$ cat src/rtl/lu_pkg.sv
// lu_pkg: shared types and helpers for the lu_recompose engine.
// Holds the FSM state encoding, the triangular storage sizing/indexing
// functions and the signed saturation limits used when LU_SAT_EN is defined.
package lu_pkg;

    typedef enum logic [1:0] {
        LOAD    = 2'd0,
        COMPUTE = 2'd1,
        OUTPUT  = 2'd2
    } state_e;

    // Number of strictly-lower L entries for a dim x dim matrix.
    function automatic int unsigned nl_f(input int unsigned dim);
        return (dim * (dim - 32'd1)) / 32'd2;
    endfunction

    // Number of upper-triangular U entries (diagonal included).
    function automatic int unsigned nu_f(input int unsigned dim);
        return (dim * (dim + 32'd1)) / 32'd2;
    endfunction

    // Flat index of L[i][k] (k < i) in row-major strictly-lower order.
    function automatic int unsigned l_idx_f(input int unsigned i, input int unsigned k);
        return ((i * (i - 32'd1)) / 32'd2) + k;
    endfunction

    // Flat index of U[k][j] (j >= k) in row-major upper order.
    function automatic int unsigned u_idx_f(input int unsigned dim, input int unsigned k,
                                            input int unsigned j);
        return (k * dim) - ((k * (k - 32'd1)) / 32'd2) + (j - k);
    endfunction

    // Largest signed value representable in w bits (w <= 64).
    function automatic logic [63:0] sat_max_f(input int unsigned w);
        return (64'd1 << (w - 32'd1)) - 64'd1;
    endfunction

    // Smallest signed value representable in w bits; low w bits are 100..0.
    function automatic logic [63:0] sat_min_f(input int unsigned w);
        return ~sat_max_f(w);
    endfunction

endpackage

$ cat src/rtl/lu_recompose_if.sv
// lu_recompose_if: input word stream and output A-element stream of the
// recomposition engine. master = producer/consumer side, slave = engine.
interface lu_recompose_if #(
    parameter int iSZ = 8,
    parameter int oSZ = 16
);
    logic           in_valid;
    logic           in_ready;
    logic [iSZ-1:0] in_data;
    logic           out_valid;
    logic           out_ready;
    logic [oSZ-1:0] out_data;
    logic           out_last;

    modport master (
        output in_valid, in_data, out_ready,
        input  in_ready, out_valid, out_data, out_last
    );

    modport slave (
        input  in_valid, in_data, out_ready,
        output in_ready, out_valid, out_data, out_last
    );
endinterface

$ cat src/rtl/lu_mac.sv
// lu_mac: signed multiply-accumulate for one A element.
// clr_i restarts the sum from the current product; en_i commits the step.
// acc_nxt_o is the post-step value so the caller can capture the final
// element in the same cycle as the last MAC.
// Define LU_SAT_EN for sticky per-element saturation; otherwise wraps.
module lu_mac
    import lu_pkg::*;
#(
    parameter int iSZ = 8,
    parameter int oSZ = 16
) (
    input  logic                  clk,
    input  logic                  rst_n,
    input  logic                  clr_i,
    input  logic                  en_i,
    input  logic signed [iSZ-1:0] a_i,
    input  logic signed [iSZ-1:0] b_i,
    output logic signed [oSZ-1:0] acc_nxt_o
);

    logic signed [2*iSZ-1:0] prod_s;
    logic signed [oSZ-1:0]   prod_ext_s;
    logic signed [oSZ-1:0]   base_s;
    logic signed [oSZ-1:0]   acc_q;
    logic signed [oSZ-1:0]   acc_d;

    // Full-precision product, then sign-extend or truncate to the accumulator width.
    assign prod_s     = (2*iSZ)'(a_i) * (2*iSZ)'(b_i);
    assign prod_ext_s = oSZ'(prod_s);
    assign base_s     = clr_i ? '0 : acc_q;
    assign acc_nxt_o  = acc_d;

`ifdef LU_SAT_EN
    localparam logic [oSZ-1:0] SAT_MAX = oSZ'(sat_max_f(oSZ));
    localparam logic [oSZ-1:0] SAT_MIN = oSZ'(sat_min_f(oSZ));

    logic [oSZ:0] sum_s;
    logic         sat_q;
    logic         sat_d;
    logic         hold_s;
    logic         ovf_s;

    assign sum_s  = {base_s[oSZ-1], base_s} + {prod_ext_s[oSZ-1], prod_ext_s};
    assign ovf_s  = sum_s[oSZ] ^ sum_s[oSZ-1];
    assign hold_s = sat_q & ~clr_i;

    // Saturating step: once an element has clipped it stays at the limit.
    always_comb begin
        acc_d = sum_s[oSZ-1:0];
        sat_d = 1'b0;
        if (hold_s) begin
            acc_d = acc_q;
            sat_d = 1'b1;
        end else if (ovf_s) begin
            acc_d = sum_s[oSZ] ? SAT_MIN : SAT_MAX;
            sat_d = 1'b1;
        end else begin
            acc_d = sum_s[oSZ-1:0];
            sat_d = 1'b0;
        end
    end

    // Sticky saturation flag, restarted with each new element.
    always_ff @(posedge clk or negedge rst_n) begin
        if (!rst_n) begin
            sat_q <= 1'b0;
        end else if (en_i) begin
            sat_q <= sat_d;
        end
    end
`else
    // Wrap-around step: modulo 2^oSZ accumulation.
    always_comb begin
        acc_d = base_s + prod_ext_s;
    end
`endif

    // Accumulator register.
    always_ff @(posedge clk or negedge rst_n) begin
        if (!rst_n) begin
            acc_q <= '0;
        end else if (en_i) begin
            acc_q <= acc_d;
        end
    end

endmodule

$ cat src/rtl/lu_recompose.sv
// lu_recompose: rebuilds A = L*U from the factor streams of the LU array.
// Loads strictly-lower L (unit diagonal implied) then upper U, computes each
// A[i][j] with one sequential MAC and streams A out row-major.
// Optional macro LU_SAT_EN (handled inside lu_mac) selects saturating arithmetic.
module lu_recompose
    import lu_pkg::*;
#(
    parameter int iSZ = 8,
    parameter int oSZ = 16,
    parameter int DIM = 4
) (
    input  logic          clk,
    input  logic          rst_n,
    lu_recompose_if.slave bus,
    output logic          busy
);

    localparam int NL  = int'(nl_f(DIM));
    localparam int NU  = int'(nu_f(DIM));
    localparam int NT  = NL + NU;
    localparam int CW  = $clog2(NT);
    localparam int IW  = $clog2(DIM);
    localparam int LIW = (NL > 1) ? $clog2(NL) : 1;
    localparam int UIW = $clog2(NU);

    state_e state_q, state_d;

    logic signed [iSZ-1:0] l_q [NL];
    logic signed [iSZ-1:0] u_q [NU];
    logic [CW-1:0]         cnt_q;
    logic [IW-1:0]         i_q, j_q, k_q;
    logic                  in_ready_q;
    logic                  out_valid_q;
    logic                  out_last_q;
    logic [oSZ-1:0]        out_data_q;
    logic                  busy_q;

    logic                  load_fire_s;
    logic                  last_load_s;
    logic [IW-1:0]         min_s;
    logic                  mac_last_s;
    logic                  last_elem_s;
    logic                  out_fire_s;
    logic signed [iSZ-1:0] l_op_s;
    logic signed [iSZ-1:0] u_op_s;
    logic signed [oSZ-1:0] acc_nxt_s;

    assign load_fire_s = bus.in_valid && in_ready_q;
    assign last_load_s = (cnt_q == CW'(NT - 1));
    assign min_s       = (i_q < j_q) ? i_q : j_q;
    assign mac_last_s  = (k_q == min_s);
    assign last_elem_s = (i_q == IW'(DIM - 1)) && (j_q == IW'(DIM - 1));
    assign out_fire_s  = out_valid_q && bus.out_ready;

    // Operand select: the implied unit diagonal of L stands in for L[i][i].
    always_comb begin
        l_op_s = '0;
        if (k_q == i_q) begin
            l_op_s = {{(iSZ-1){1'b0}}, 1'b1};
        end else if (l_idx_f(32'(i_q), 32'(k_q)) < NL) begin
            l_op_s = l_q[LIW'(l_idx_f(32'(i_q), 32'(k_q)))];
        end else begin
            l_op_s = '0;
        end
    end

    assign u_op_s = u_q[UIW'(u_idx_f(DIM, 32'(k_q), 32'(j_q)))];

    lu_mac #(
        .iSZ (iSZ),
        .oSZ (oSZ)
    ) u_mac (
        .clk       (clk),
        .rst_n     (rst_n),
        .clr_i     (k_q == '0),
        .en_i      (state_q == COMPUTE),
        .a_i       (l_op_s),
        .b_i       (u_op_s),
        .acc_nxt_o (acc_nxt_s)
    );

    // Next-state logic: LOAD -> COMPUTE -> OUTPUT -> (COMPUTE | LOAD).
    always_comb begin
        state_d = state_q;
        case (state_q)
            LOAD: begin
                if (load_fire_s && last_load_s) begin
                    state_d = COMPUTE;
                end else begin
                    state_d = LOAD;
                end
            end
            COMPUTE: begin
                if (mac_last_s) begin
                    state_d = OUTPUT;
                end else begin
                    state_d = COMPUTE;
                end
            end
            OUTPUT: begin
                if (out_fire_s) begin
                    state_d = last_elem_s ? LOAD : COMPUTE;
                end else begin
                    state_d = OUTPUT;
                end
            end
            default: state_d = LOAD;
        endcase
    end

    // State register.
    always_ff @(posedge clk or negedge rst_n) begin
        if (!rst_n) begin
            state_q <= LOAD;
        end else begin
            state_q <= state_d;
        end
    end

    // Datapath: factor storage, element counters and registered stream outputs.
    always_ff @(posedge clk or negedge rst_n) begin
        if (!rst_n) begin
            for (int n = 0; n < NL; n++) l_q[n] <= '0;
            for (int n = 0; n < NU; n++) u_q[n] <= '0;
            cnt_q       <= '0;
            i_q         <= '0;
            j_q         <= '0;
            k_q         <= '0;
            in_ready_q  <= 1'b0;
            out_valid_q <= 1'b0;
            out_last_q  <= 1'b0;
            out_data_q  <= '0;
            busy_q      <= 1'b0;
        end else begin
            in_ready_q <= (state_d == LOAD);
            busy_q     <= (state_d != LOAD);
            case (state_q)
                LOAD: begin
                    if (load_fire_s) begin
                        if (cnt_q < CW'(NL)) begin
                            l_q[LIW'(cnt_q)] <= $signed(bus.in_data);
                        end else begin
                            u_q[UIW'(cnt_q - CW'(NL))] <= $signed(bus.in_data);
                        end
                        if (last_load_s) begin
                            cnt_q <= '0;
                            i_q   <= '0;
                            j_q   <= '0;
                            k_q   <= '0;
                        end else begin
                            cnt_q <= cnt_q + CW'(1);
                        end
                    end
                end
                COMPUTE: begin
                    if (mac_last_s) begin
                        out_data_q  <= acc_nxt_s;
                        out_valid_q <= 1'b1;
                        out_last_q  <= last_elem_s;
                    end else begin
                        k_q <= k_q + IW'(1);
                    end
                end
                OUTPUT: begin
                    if (out_fire_s) begin
                        out_valid_q <= 1'b0;
                        out_last_q  <= 1'b0;
                        k_q         <= '0;
                        if (last_elem_s) begin
                            i_q <= '0;
                            j_q <= '0;
                        end else if (j_q == IW'(DIM - 1)) begin
                            i_q <= i_q + IW'(1);
                            j_q <= '0;
                        end else begin
                            j_q <= j_q + IW'(1);
                        end
                    end
                end
                default: begin
                    out_valid_q <= 1'b0;
                    out_last_q  <= 1'b0;
                end
            endcase
        end
    end

    assign bus.in_ready  = in_ready_q;
    assign bus.out_valid = out_valid_q;
    assign bus.out_data  = out_data_q;
    assign bus.out_last  = out_last_q;
    assign busy          = busy_q;

endmodule

$ cat src/flat_wrapper.sv
// flat-port wrapper written by rule: the top's interface ports become plain ports
module lu_recompose_flat import lu_pkg::*;
#(
    parameter int iSZ = 8,
    parameter int oSZ = 16,
    parameter int DIM = 4
)
  (clk, rst_n, busy, bus_in_valid, bus_in_data, bus_out_ready, bus_in_ready, bus_out_valid, bus_out_data, bus_out_last);
  lu_recompose_if #(.iSZ(iSZ), .oSZ(oSZ)) bus_i ();
  input  logic clk;
  input  logic rst_n;
  output logic busy;
  input wire logic [$bits(bus_i.in_valid)-1:0] bus_in_valid;
  input wire logic [$bits(bus_i.in_data)-1:0] bus_in_data;
  input wire logic [$bits(bus_i.out_ready)-1:0] bus_out_ready;
  output wire logic [$bits(bus_i.in_ready)-1:0] bus_in_ready;
  output wire logic [$bits(bus_i.out_valid)-1:0] bus_out_valid;
  output wire logic [$bits(bus_i.out_data)-1:0] bus_out_data;
  output wire logic [$bits(bus_i.out_last)-1:0] bus_out_last;
  assign bus_i.in_valid = bus_in_valid;
  assign bus_i.in_data = bus_in_data;
  assign bus_i.out_ready = bus_out_ready;
  assign bus_in_ready = bus_i.in_ready;
  assign bus_out_valid = bus_i.out_valid;
  assign bus_out_data = bus_i.out_data;
  assign bus_out_last = bus_i.out_last;
  lu_recompose #(.iSZ(iSZ), .oSZ(oSZ), .DIM(DIM)) u_core (.clk(clk), .rst_n(rst_n), .bus(bus_i), .busy(busy));
endmodule
$ cat config.mk
export PLATFORM = sky130hd
export DESIGN_NAME = lu_recompose_flat
export DESIGN_NICKNAME = d
export VERILOG_FILES = /design/src/rtl/lu_pkg.sv /design/src/rtl/lu_recompose_if.sv /design/src/rtl/lu_mac.sv /design/src/rtl/lu_recompose.sv /design/src/flat_wrapper.sv
export SDC_FILE = /design/constraint.sdc
export NUM_CORES = 1
export LEC_CHECK = 0
export BUFFER_PORTS_ARGS = -buffer_cell sky130_fd_sc_hd__buf_2
export CAP_MARGIN = 20
export CORE_UTILIZATION = 60
export DETAILED_ROUTE_END_ITERATION = 10
export GPL_TIMING_DRIVEN = 0
export PLACE_DENSITY = 0.82
export SYNTH_ARGS = -nofsm -noshare
export SYNTH_HDL_FRONTEND = slang
export SYNTH_SLANG_ARGS = --single-unit
$ cat constraint.sdc
create_clock -name clk -period 22.2 [get_ports clk]
set_clock_uncertainty 0.2 [all_clocks]
set_input_delay 1.11 -clock clk [delete_from_list [all_inputs] [get_ports clk]]
set_output_delay 1.11 -clock clk [all_outputs]
set_load 0.01 [all_outputs]
==> impl_metrics.ini <==
[sta]
min_period_over_period = 0.430
whs_ns = 0.276
post-route-min-period_ns = 9.55
rsz0062_at_grt = no
final-max-slew-violation-count = 0
tightest_slew_ns = 1.06
timing.final.ws_setup_ns = 12.65
finalHoldViolations = 0
setup-tns-final_ns = 0
setup_viol = 0
max-slew-margin-rel = 0.286
max_clock_freq_ghz = 0.105

[clocking]
cts_resized = 0
clkTransAtPathRegs_ns = 0.07
max-clock-path-buffers = 2
root_buffer = clkbuf_16
cts_tree = yes
hold_buffers = 0
clock-sinks = 176
clk_latency_ns = 0.44
htree_levels = 4
numCtsBuffers = 17
post_cts_buffers = 0

[synth]
synth_nets = 1192
synth-compound-area-share = 0.0483
syn_area_mm2 = 0.0120
synth_seq_area_share = 0.367
synth_cells = 1030
synth_warnings = 0
ys_seq_elements = 176
ys_types = 61
async_flop_share = 1.00
synth_edf_count = 0
synth_flop_cell = dfrtp_1
synth_fa_ha_area_frac = 0.209
synth_mux_area_frac = 0.195
synth-xor-area-share = 0.0248
synth_top_family_by_area = adder cells
synth_simple_gate_area_frac = 0.114
syn_area_per_cell_um2 = 11.6

[floorplanning]
die_w_um = 143
die_height_um = 143
num_io_pins = 32
core-area_mm2 = 0.0195
die-area_mm2 = 0.0205
initial_utilization = 0.614
rows = 51

[critical_path]
path_max_fanout = 10
cp-start-kind = register
crit_path_end_kind = register
r2r_setup_slack_ns = 12.65
arrival_ns = 9.66
cp_common_cell = fa_1
critical_path_required_ns = 22.31
critPathKind = register to register
critPathSlowestCell = nor2b_1
cpPeakStageDelay_ns = 0.65

[final_layout]
nNetsFinal = 1245
num-fill-cells = 1413
n_antenna_cell = 0
syn_to_final_growth_pct = 9.42
post-route-cell-area_mm2 = 0.0131
drive_gt1_frac = 0.234

[power_and_ir_drop]
max-vdd-ir-drop_mv = 0.0848
p_per_area_mw_per_mm2 = 130
p_total_mw = 1.70
p_leak_nw = 6.29

[routing]
via_count = 7960
drtAntennaViolNets = 0
drc = 0
routed_wl_mm = 25.4
vias_per_cell = 5.85
wl_per_cell_um = 18.7
dr.pass1.iters = 5
first_iter_violations = 447

[global_routing]
grt_pass1_vias = 8347
overflow = 0
grt_max_degree = 104
track_usage = 0.274
grt_pass1_wl_mm = 42.4
antenna_found_initial = 0

[placement]
dp_hpwl_mm = 18.4
io_buffers = 31
postPlaceCellArea_mm2 = 0.0125
dp_slack_ns = 12.63
gp_congestion = 0.872

[outcome]
status = completed

[run]
drv_cap = 0

[hold_path]
hold_class = register to register
report_power, final:
group | switching [mW] | total (mW) | internal, mW
clock | 0.145 | 0.298 | 0.153
combinational | 0.491 | 0.880 | 0.388
sequential | 0.0754 | 0.522 | 0.446
total | 0.712 | 1.70 | 0.987
synth_stat cells, drive strengths merged (3+ instances only):
| library cell | number | share of area |
|---|---|---|
| a211oi | 3 | 0.0019 |
| a21o | 3 | 0.0019 |
| a21oi | 24 | 0.011 |
| and2 | 11 | 0.0057 |
| and3 | 3 | 0.0016 |
| buf | 12 | 0.0056 |
| clkbuf | 27 | 0.0085 |
| dfrtp | 176 | 0.37 |
| fa | 84 | 0.14 |
| ha | 66 | 0.069 |
| inv | 85 | 0.027 |
| mux2 | 139 | 0.13 |
| mux2i | 23 | 0.020 |
| mux4 | 24 | 0.045 |
| nand2 | 90 | 0.028 |
| nand2b | 14 | 0.0073 |
| nand3 | 18 | 0.0079 |
| nand3b | 7 | 0.0044 |
| nor2 | 49 | 0.015 |
| nor2b | 32 | 0.017 |
| nor3 | 14 | 0.0058 |
| nor3b | 7 | 0.0056 |
| nor4 | 6 | 0.0052 |
| o211ai | 3 | 0.0019 |
| o21ai | 41 | 0.017 |
| o31ai | 3 | 0.0023 |
| or2 | 6 | 0.0031 |
| or4 | 3 | 0.0022 |
| xnor2 | 20 | 0.015 |
| xor2 | 14 | 0.010 |
final timing paths:
check | cells after the start | to | from
max | 30 | u_core.u_mac.acc_q[14]$_DFFE_PN0P_ | u_core.k_q[0]$_DFFE_PN0P_
min | 2 | u_core.u_mac.acc_q[2]$_DFFE_PN0P_ | u_core.u_mac.acc_q[2]$_DFFE_PN0P_
max reg2reg | 30 | u_core.u_mac.acc_q[14]$_DFFE_PN0P_ | u_core.k_q[0]$_DFFE_PN0P_
min reg2reg | 2 | u_core.u_mac.acc_q[2]$_DFFE_PN0P_ | u_core.u_mac.acc_q[2]$_DFFE_PN0P_
max in group asynchronous | 2 | u_core.u_q[72]$_DFFE_PN0P_ | rst_n
min in group asynchronous | 1 | u_core.bus.out_last$_DFFE_PN0P_ | rst_n
area by class of cell:
type                            instances  area [um2]  area share
Tap cell                              265         332      0.0253
Timing Repair Buffer                   34         211      0.0161
Inverter                               85         319      0.0243
Clock buffer                           19         443      0.0338
Clock inverter                         13         143      0.0109
Multi-Input combinational cell        730        7090       0.541
Buffer                                 39         169      0.0129
Sequential cell                       176        4400       0.336
routing by layer:
metal | track usage | part of all wire | vias to the layer above | wire, um
li1 | - | - | 3600 | -
met1 | 0.353 | 0.43 | 4092 | 10900
met2 | 0.472 | 0.50 | 218 | 12700
met3 | 0.0427 | 0.047 | 50 | 1190
met4 | 0.100 | 0.022 | 0 | 571
met5 | 0 | 0 | - | 0
registers in the layout, indices dropped and copies added, names as in the netlist:
signal and cells:
u_core.u_q 80, u_core.l_q 48, u_core.bus.out_data 16, u_core.u_mac.acc_q 16
u_core.cnt_q 4, u_core.i_q 2, u_core.j_q 2, u_core.k_q 2
u_core.state_q 2, u_core.bus.in_ready 1, u_core.bus.out_last 1, u_core.bus.out_valid 1
u_core.busy 1
placed cells by master (no fill, tap or decap), types with 7 or more instances in the layout:
cell and count:
mux4_2 24, clkbuf_1 28, xnor2_1 20, xor2_1 14
and2_1 11, mux2_2 139, nor2_1 49, inv_1 85
nand3_1 17, mux2i_1 22, nor3_1 14, ha_1 66
fa_1 84, clkbuf_16 17, nand2b_1 14, nand3b_1 7
buf_2 36, a21oi_1 23, o21ai_0 40, nand2_1 89
nor2b_1 32, dfrtp_1 176
kinds of logic after synthesis:
logic type,after synthesis
simple gates,267
mux,186
flops,176
fa+ha+maj,150
buf+inv,124
compound gates,93
xor+xnor,34
worst max-delay path: cells and delay by family (launching register included):
| kind | cells | cell delay, ns |
|---|---|---|
| AOI/OAI and AO/OA | 4 | 0.73 |
| xor gates and xnor gates | 5 | 1.42 |
| adders and majority gates | 10 | 3.94 |
| buffers and inverters | 6 | 1.07 |
| DFF | 1 | 0.44 |
| muxes | 2 | 0.59 |
| and+or+nand+nor | 3 | 1.03 |
per-stage QoR:
| step | util | cells |
|---|---|---|
| 2_1_floorplan | - | 1030 |
| 3_3_place_gp | 0.639 | 1326 |
| 3_5_place_dp | 0.641 | 1328 |
| 4_1_cts | 0.671 | 1360 |
| 5_1_grt | 0.672 | 1361 |
| 6_report | 0.672 | 1361 |
Note: power is estimated with default switching activity, not from simulation.
